**config.mk**
```make
export PLATFORM = sky130hd
export DESIGN_NAME = qpsk_mapper
export DESIGN_NICKNAME = d
export VERILOG_FILES = /design/src/rtl/qpsk_mapper.sv
export SDC_FILE = /design/constraint.sdc
export NUM_CORES = 1
export LEC_CHECK = 0
export CORE_MARGIN = 1
export CORE_UTILIZATION = 35
export CTS_BUF_LIST = sky130_fd_sc_hd__clkbuf_16
export DETAILED_ROUTE_END_ITERATION = 8
export SYNTH_ARGS = -nofsm -noshare
export SYNTH_HDL_FRONTEND = slang
export SYNTH_SLANG_ARGS = --single-unit
export TNS_END_PERCENT = 5
```
**constraint.sdc**
```tcl
create_clock -name clk -period 3.6 [get_ports clk]
set_input_delay 0.54 -clock clk [delete_from_list [all_inputs] [get_ports clk]]
set_output_delay 0.54 -clock clk [all_outputs]
set_load 0.01 [all_outputs]
```
**src/rtl/qpsk_mapper.sv**
```systemverilog
// QPSK mapper: pairs the serial interleaved bit stream into Gray-coded Q1.15 I/Q symbols,
// counts symbols per block and buffers them in a small valid/ready output FIFO.
module qpsk_mapper #(
  parameter int NCBPS      = 192,
  parameter int W          = 16,
  parameter int AMP        = 23170,
  parameter int FIFO_DEPTH = 4
) (
  input  logic         clk,
  input  logic         reset,
  input  logic         data_in,
  input  logic [7:0]   data_index,
  input  logic         valid_in,
  output logic         ready_out,
  output logic [W-1:0] i_out,
  output logic [W-1:0] q_out,
  output logic [6:0]   sym_index,
  output logic         last_out,
  output logic         valid_out,
  input  logic         ready_in,
  output logic         align_err
);

  localparam int NSYM = NCBPS / 2;
  localparam int AW   = $clog2(FIFO_DEPTH);
  localparam int CW   = AW + 1;
  localparam logic [W-1:0] POS = W'(AMP);
  localparam logic [W-1:0] NEG = W'(-AMP);

  typedef enum logic {PH_B0, PH_B1} phase_t;

  typedef struct packed {
    logic       b0;
    logic       b1;
    logic [6:0] idx;
    logic       last;
  } entry_t;

  phase_t        state_q, state_d;
  logic          b0_q;
  logic [6:0]    sym_cnt;
  logic [AW-1:0] wr_ptr, rd_ptr;
  logic [CW-1:0] count;
  entry_t        mem [FIFO_DEPTH];
  entry_t        head;

  logic accept, pop, push, latch_b0, set_err, clr_cnt;

  assign ready_out = (count < CW'(FIFO_DEPTH));
  assign valid_out = (count != '0);
  assign accept    = valid_in && ready_out;
  assign pop       = valid_out && ready_in;

  // NOTE: every always_comb output gets a default first, so no path can infer a latch.
  always_comb begin
    state_d  = state_q;
    latch_b0 = 1'b0;
    push     = 1'b0;
    set_err  = 1'b0;
    clr_cnt  = 1'b0;
    if (accept) begin
      if (data_index == 8'd0) begin
        // Block start always begins a new pair; a half-built pair means we lost sync.
        latch_b0 = 1'b1;
        state_d  = PH_B1;
        if (state_q == PH_B1) begin
          set_err = 1'b1;
          clr_cnt = 1'b1;
        end
      end else if (state_q == PH_B0) begin
        if (data_index[0]) begin
          set_err = 1'b1;
        end else begin
          latch_b0 = 1'b1;
          state_d  = PH_B1;
        end
      end else begin
        push    = 1'b1;
        state_d = PH_B0;
      end
    end
  end

  always_ff @(posedge clk) begin
    if (reset) begin
      state_q   <= PH_B0;
      b0_q      <= 1'b0;
      sym_cnt   <= '0;
      align_err <= 1'b0;
      wr_ptr    <= '0;
      rd_ptr    <= '0;
      count     <= '0;
    end else begin
      state_q <= state_d;
      if (latch_b0) b0_q <= data_in;
      if (set_err)  align_err <= 1'b1;
      if (clr_cnt)
        sym_cnt <= '0;
      else if (push)
        sym_cnt <= (sym_cnt == 7'(NSYM - 1)) ? 7'd0 : sym_cnt + 7'd1;
      if (push) wr_ptr <= wr_ptr + 1'b1;
      if (pop)  rd_ptr <= rd_ptr + 1'b1;
      case ({push, pop})
        2'b10:   count <= count + 1'b1;
        2'b01:   count <= count - 1'b1;
        default: ;
      endcase
    end
  end

  // NOTE: storage is not reset; outputs are gated by valid_out so stale entries never leak.
  always_ff @(posedge clk) begin
    if (push) mem[wr_ptr] <= '{b0: b0_q, b1: data_in, idx: sym_cnt,
                               last: (sym_cnt == 7'(NSYM - 1))};
  end

  assign head      = mem[rd_ptr];
  assign i_out     = valid_out ? (head.b0 ? NEG : POS) : '0;
  assign q_out     = valid_out ? (head.b1 ? NEG : POS) : '0;
  assign sym_index = valid_out ? head.idx : 7'd0;
  assign last_out  = valid_out && head.last;

endmodule

```
==> impl_metrics.json, run 1 <==
{
  "min_from": "align_err$_SDFFE_PP0P_",
  "wl_um": 4670,
  "grt_pass1_wl_um": 7400,
  "ys_types": 37,
  "endpoint_kind": "output port",
  "hold_viol_final": 0,
  "crit_type": "register to output port",
  "root_buffer": "clkbuf_16",
  "crit_path_max_fanout": 7,
  "grt_use_total_pct": 13.5,
  "utilization_pct": 47.0,
  "clockBufferDepth": 2,
  "syn_inst": 203,
  "fin_ws_ps": 737,
  "die_y_um": 89.5,
  "routed-via-count": 1570,
  "clock_sink_count": 59,
  "slew_viol_final": 0,
  "drv_cap": 0,
  "finalPower_mw": 1.96,
  "start_util_pct": 36.6,
  "fillers": 643,
  "rows": 31,
  "worst_slew_pin_slew_ps": 561,
  "synth_area_per_cell_um2": 13.2,
  "area_delta_synth_final_pct": 28.4,
  "relSlewSlack_pct": 62.6,
  "place_ws_ps": 433,
  "cts_tree": "built",
  "clk-insertion-delay-late_ps": 330,
  "skew_ps": 4.49,
  "cts_made_buffers": 9,
  "r2r-start": "count[2]$_SDFFE_PP0P_",
  "yosysWarnings": 0,
  "yosys_register_bits": 59,
  "io_pins": 56,
  "synth_area_um2": 2680,
  "overflow": 0,
  "min_path_type": "register to register",
  "critPathTopFamily": "buffers and inverters",
  "worstReg2RegEnd": "count[2]$_SDFFE_PP0P_",
  "synth-seq-area-share_pct": 59.0,
  "holdBufCountCts": 0,
  "drc": 0,
  "grt_pass1_vias": 1480,
  "wl_per_cell_um": 13.7,
  "reg2reg_depth": 9,
  "die_x_um": 89.5,
  "fin_crit_ps": 2860,
  "power_per_cell_area_nw_per_um2": 571,
  "cts_max_level": 3,
  "die_area_um2": 8010,
  "first_pass_iters": 4,
  "worst-path-buf-inv": 2,
  "portBuffers": 53,
  "postRouteAntennaNets": 0,
  "path_cells": "buf_4, mux4_2, and2_1, clkdlybuf4s50_1",
  "drt-initial-drc-count": 62,
  "dp_hpwl_um": 3200,
  "min_path_cells": 2,
  "cts_setup_buffers": 0,
  "fin_setup_tns_ps": 0,
  "grt_max_degree": 17,
  "status": "finished, final reports clean",
  "vias_per_cell": 4.62,
  "drive_above_1_share_pct": 12.0,
  "ir_worst_vdd_mv": 0.231,
  "fp.coreArea_um2": 7330,
  "start_kind": "register",
  "period_share_pct": 79.5,
  "rrSetupSlack_ps": 1050,
  "antenna_found_initial": 0,
  "min_to": "align_err$_SDFFE_PP0P_",
  "n_antenna_cell": 0,
  "p_leak_nw": 1.20,
  "post_cts_resized": 0,
  "cts.clk_slew.worst_paths_ps": 50,
  "cp.arrival_ps": 2320,
  "rsz0062_at_grt": "false",
  "finalSetupViolCount": 0,
  "fin_nets": 256,
  "crit_path_max_incr_delay_ps": 590,
  "fmax_mhz": 349,
  "place.gp.congestion": 0.741,
  "worst_path_max_delay_cell": "dfxtp_1",
  "worstPathRequired_ps": 3060
}
metrics by stage:
stage	std cells	instance area, um^2	hold slack, ps
floorplan	204	2690	461
global placement	324	3120	457
detailed placement	324	3120	454
CTS	340	3440	476
global route	340	3440	507
finish	340	3440	471
kinds of logic after synthesis:
logic type | Yosys count | synth area share [%]
other cells | 1 | 0.140
mux | 12 | 9.15
fa+ha+maj | 7 | 3.55
flops | 59 | 59.0
simple gates | 57 | 11.9
buf+inv | 41 | 9.75
compound gates | 20 | 4.57
xor+xnor | 6 | 1.96
report_power, final:
| part | switching, mW | internal (mW) | leakage, nW | total [mW] |
|---|---|---|---|---|
| clock | 0.309 | 0.609 | 0.156 | 0.918 |
| sequential | 0.0165 | 0.732 | 0.543 | 0.748 |
| combinational | 0.125 | 0.174 | 0.502 | 0.299 |
| total | 0.450 | 1.51 | 1.20 | 1.96 |
synthesized netlist by cell type:
library cell	n	share of area, %
edfxtp_1	40	45
nor4_1	2	0.47
inv_1	7	0.98
xor2_1	4	1.3
a21oi_1	9	1.7
nor2_1	11	1.5
clkbuf_1	3	0.42
a21oi_2	1	0.33
o31ai_1	1	0.28
mux4_2	10	8.4
inv_2	1	0.14
nand2b_1	4	0.93
and4_1	1	0.33
a21o_1	1	0.28
or3_1	2	0.47
and3_1	1	0.23
buf_4	28	7.8
or4_1	4	1.1
o211a_1	1	0.37
xnor2_1	2	0.65
o22ai_1	1	0.23
nand2_1	7	0.98
ha_1	6	2.8
fa_1	1	0.75
nor3_1	2	0.37
and3b_1	2	0.65
a31oi_1	1	0.23
a311oi_1	1	0.33
o211ai_1	1	0.28
o21ai_0	3	0.56
buf_2	2	0.37
nand3b_1	2	0.56
mux2i_1	2	0.75
conb_1	1	0.14
and2_1	15	3.5
nand3_1	4	0.75
dfxtp_1	19	14
per-layer routing:
metal / track usage [%] / wire [um] / share of wire (%)
met5: 0 / 0 / 0
met4: 8.23 / 117 / 2.5
met3: 4.71 / 201 / 4.3
met2: 21.2 / 2220 / 48
met1: 15.9 / 2130 / 46
placed cells by master, fill, tap and decap left out, types with 6 or more instances in the layout:
cell type	instances
clkdlybuf4s50_1	53
edfxtp_1	40
dfxtp_1	19
and2_1	15
nor2_1	11
mux4_2	10
a21oi_1	9
clkbuf_16	9
inv_1	7
nand2_1	7
ha_1	6
worst max path at each step:
stage | depth (start not counted) | to | slack [ps] | startpoint
after detailed placement | 10 | count[2]$_SDFFE_PP0P_ | 430 | data_index[0]
after CTS | 4 | q_out[2] | 660 | count[2]$_SDFFE_PP0P_
after global placement | 10 | count[2]$_SDFFE_PP0P_ | 500 | data_index[0]
after global routing | 3 | q_out[7] | 540 | register
after floorplan | 9 | count[2]$_SDFFE_PP0P_ | 1220 | data_index[1]
final | 4 | sym_index[2] | 740 | register
final cells by class:
| type | instances | area, um^2 | share of cell area, % |
|---|---|---|---|
| multi-input combinational | 104 | 842 | 24.5 |
| tap | 99 | 124 | 3.60 |
| clock buffer | 9 | 225 | 6.54 |
| clock inverter | 7 | 103 | 2.98 |
| sequential | 59 | 1580 | 45.9 |
| timing repair buffer | 54 | 538 | 15.6 |
| inverter | 8 | 30.0 | 0.872 |
tightest hold or removal path, stage by stage, from the launching register on:
cell and delay (ps):
dfxtp_1 320, nand2b_1 60, o31ai_1 60
sequential cells by signal, indices dropped and copies added, names as in the netlist, named ones only:
name and count:
sym_cnt 7, rd_ptr 2, wr_ptr 2, b0_q 1
state_q 1, mem 40, align_err 1, count 3
(Power assumes the default switching activity.)
==> inputs of run 2 (changes only) <==
Clock period 3.6 ns to 2.5 ns, I/O delays scaled along.
==> run 2 against run 1 <==
Net effect:
- largest power group is now sequential cells
- combinational power up 57%
- final cell count up 4.4%
- first-iteration DRC count down 35%
- register-to-register slack worse by 760 ps
- largest cell class unchanged
- worst setup slack worse by 620 ps
- sequential power up 43%
- core utilization up 0.80 points
- clock-buffer cell count unchanged
- die area unchanged
- design area up 1.7%
==> impl_metrics.json, run 2 (same netlist as run 1, synthesis figures left out) <==
{
  "status": "finished, final reports clean",
  "crit_type": "register to output port",
  "fin_nets": 272,
  "area_delta_synth_final_pct": 30.6,
  "hold_viol_final": 0,
  "p_leak_nw": 1.25,
  "fp.coreArea_um2": 7330,
  "place.gp.congestion": 0.728,
  "rsz0062_at_grt": "false",
  "die_x_um": 89.5,
  "mostFrequentLayoutCells": "53 x clkdlybuf4s50_1, 40 x edfxtp_1, 17 x dfxtp_1, 17 x buf_4, 15 x and2_1",
  "dp.cells": 340,
  "first_pass_iters": 4,
  "utilization_pct": 47.8,
  "finalSetupViolCount": 0,
  "power_per_cell_area_nw_per_um2": 738,
  "largest_reg_flops": 40,
  "rrSetupSlack_ps": 290,
  "ir_worst_vdd_mv": 0.340,
  "fin_crit_ps": 2390,
  "fin_area_um2": 3500,
  "drt-initial-drc-count": 40,
  "crit_path_max_fanout": 4,
  "vias_per_cell": 4.59,
  "stdcell_count": 355,
  "cts.clk_slew.worst_paths_ps": 50,
  "overflow": 0,
  "die_area_um2": 8010,
  "portBuffers": 53,
  "grt_use_total_pct": 12.5,
  "clock_sink_count": 59,
  "endpoint_kind": "output port",
  "drc": 0,
  "slew_viol_final": 0,
  "drv_cap": 0,
  "cp.arrival_ps": 2010,
  "die_y_um": 89.5,
  "final_common_cell": "clkdlybuf4s50_1",
  "wl_um": 4400,
  "holdBufCountCts": 0,
  "fmax_mhz": 419,
  "cts_made_buffers": 9,
  "routed-via-count": 1631,
  "grt_pass1_wl_um": 6980,
  "clockBufferDepth": 2,
  "antenna_found_initial": 0,
  "wl_per_cell_um": 12.4,
  "postRouteAntennaNets": 0,
  "period_share_pct": 95.5,
  "skew_ps": 6.79,
  "placed_area_um2": 3240,
  "root_buffer": "clkbuf_16",
  "cts_setup_buffers": 0,
  "grt_max_degree": 13,
  "cts_tree": "built",
  "reg_top3": "mem x40, sym_cnt x7, count x3",
  "start_util_pct": 36.6,
  "drive_above_1_share_pct": 18.4,
  "worstPathRequired_ps": 2120,
  "clk-insertion-delay-late_ps": 320,
  "cts_max_level": 3,
  "finalPower_mw": 2.58,
  "regMostFlops": "mem",
  "io_pins": 56,
  "start_kind": "register",
  "post_cts_resized": 3,
  "dp_hpwl_um": 3160,
  "rows": 31,
  "n_antenna_cell": 0,
  "min_path_type": "register to register",
  "grt_pass1_vias": 1498
}
run 2: cell count changes in the layout (fill, tap and decap cells not counted), sizes merged:
cell	before	now
bufinv	2	0
buf	1	17
clkinvlp	1	2
run 2: worst paths after layout:
check,from,endpoint,cells past startpoint
worst max-delay path,register,sym_index[2],4
worst min register to register,align_err$_SDFFE_PP0P_,align_err$_SDFFE_PP0P_,2
worst min-delay path,align_err$_SDFFE_PP0P_,align_err$_SDFFE_PP0P_,2
worst max register to register,count[0]$_SDFFE_PP0P_,count[2]$_SDFFE_PP0P_,10
run 2: critical path, stage by stage, from the launching register on:
cell and delay (ps):
dfxtp_2 380, buf_4 170, mux4_2 510, and2_1 170, clkdlybuf4s50_1 470
run 2: stage by stage:
stage	hold slack, ps	setup slack [ps]	setup TNS, ps
after CTS	473	76.3	0
after global routing	505	7.95	0
after global placement	457	-61.9	-61.9
after detailed placement	456	-94.0	-94.0
final	462	113	0
after floorplan	461	288	0
run 2: layer usage:
metal | up-vias | GRT usage (%) | part of all wire [%]
met4 | 0 | 6.06 | 2.1
met1 | 760 | 14.4 | 44
met3 | 9 | 5.54 | 6.3
met5 | - | 0 | 0
met2 | 61 | 19.8 | 48
li1 | 801 | - | -
run 2: final cells by class:
| type | count | area [um^2] |
|---|---|---|
| clock buffers | 9 | 225 |
| clock inverters | 6 | 33.8 |
| fillers | 658 | 3830 |
| inverters | 8 | 30.0 |
| multi-input cells | 104 | 847 |
| flip-flops and latches | 59 | 1580 |
| well taps | 99 | 124 |
| repair buffers | 70 | 658 |
run 2: power breakdown:
part	leakage [nW]	total [mW]	internal (mW)	switching [mW]
clock network	0.124	1.04	0.652	0.392
logic	0.584	0.469	0.277	0.192
registers	0.544	1.07	1.06	0.0168
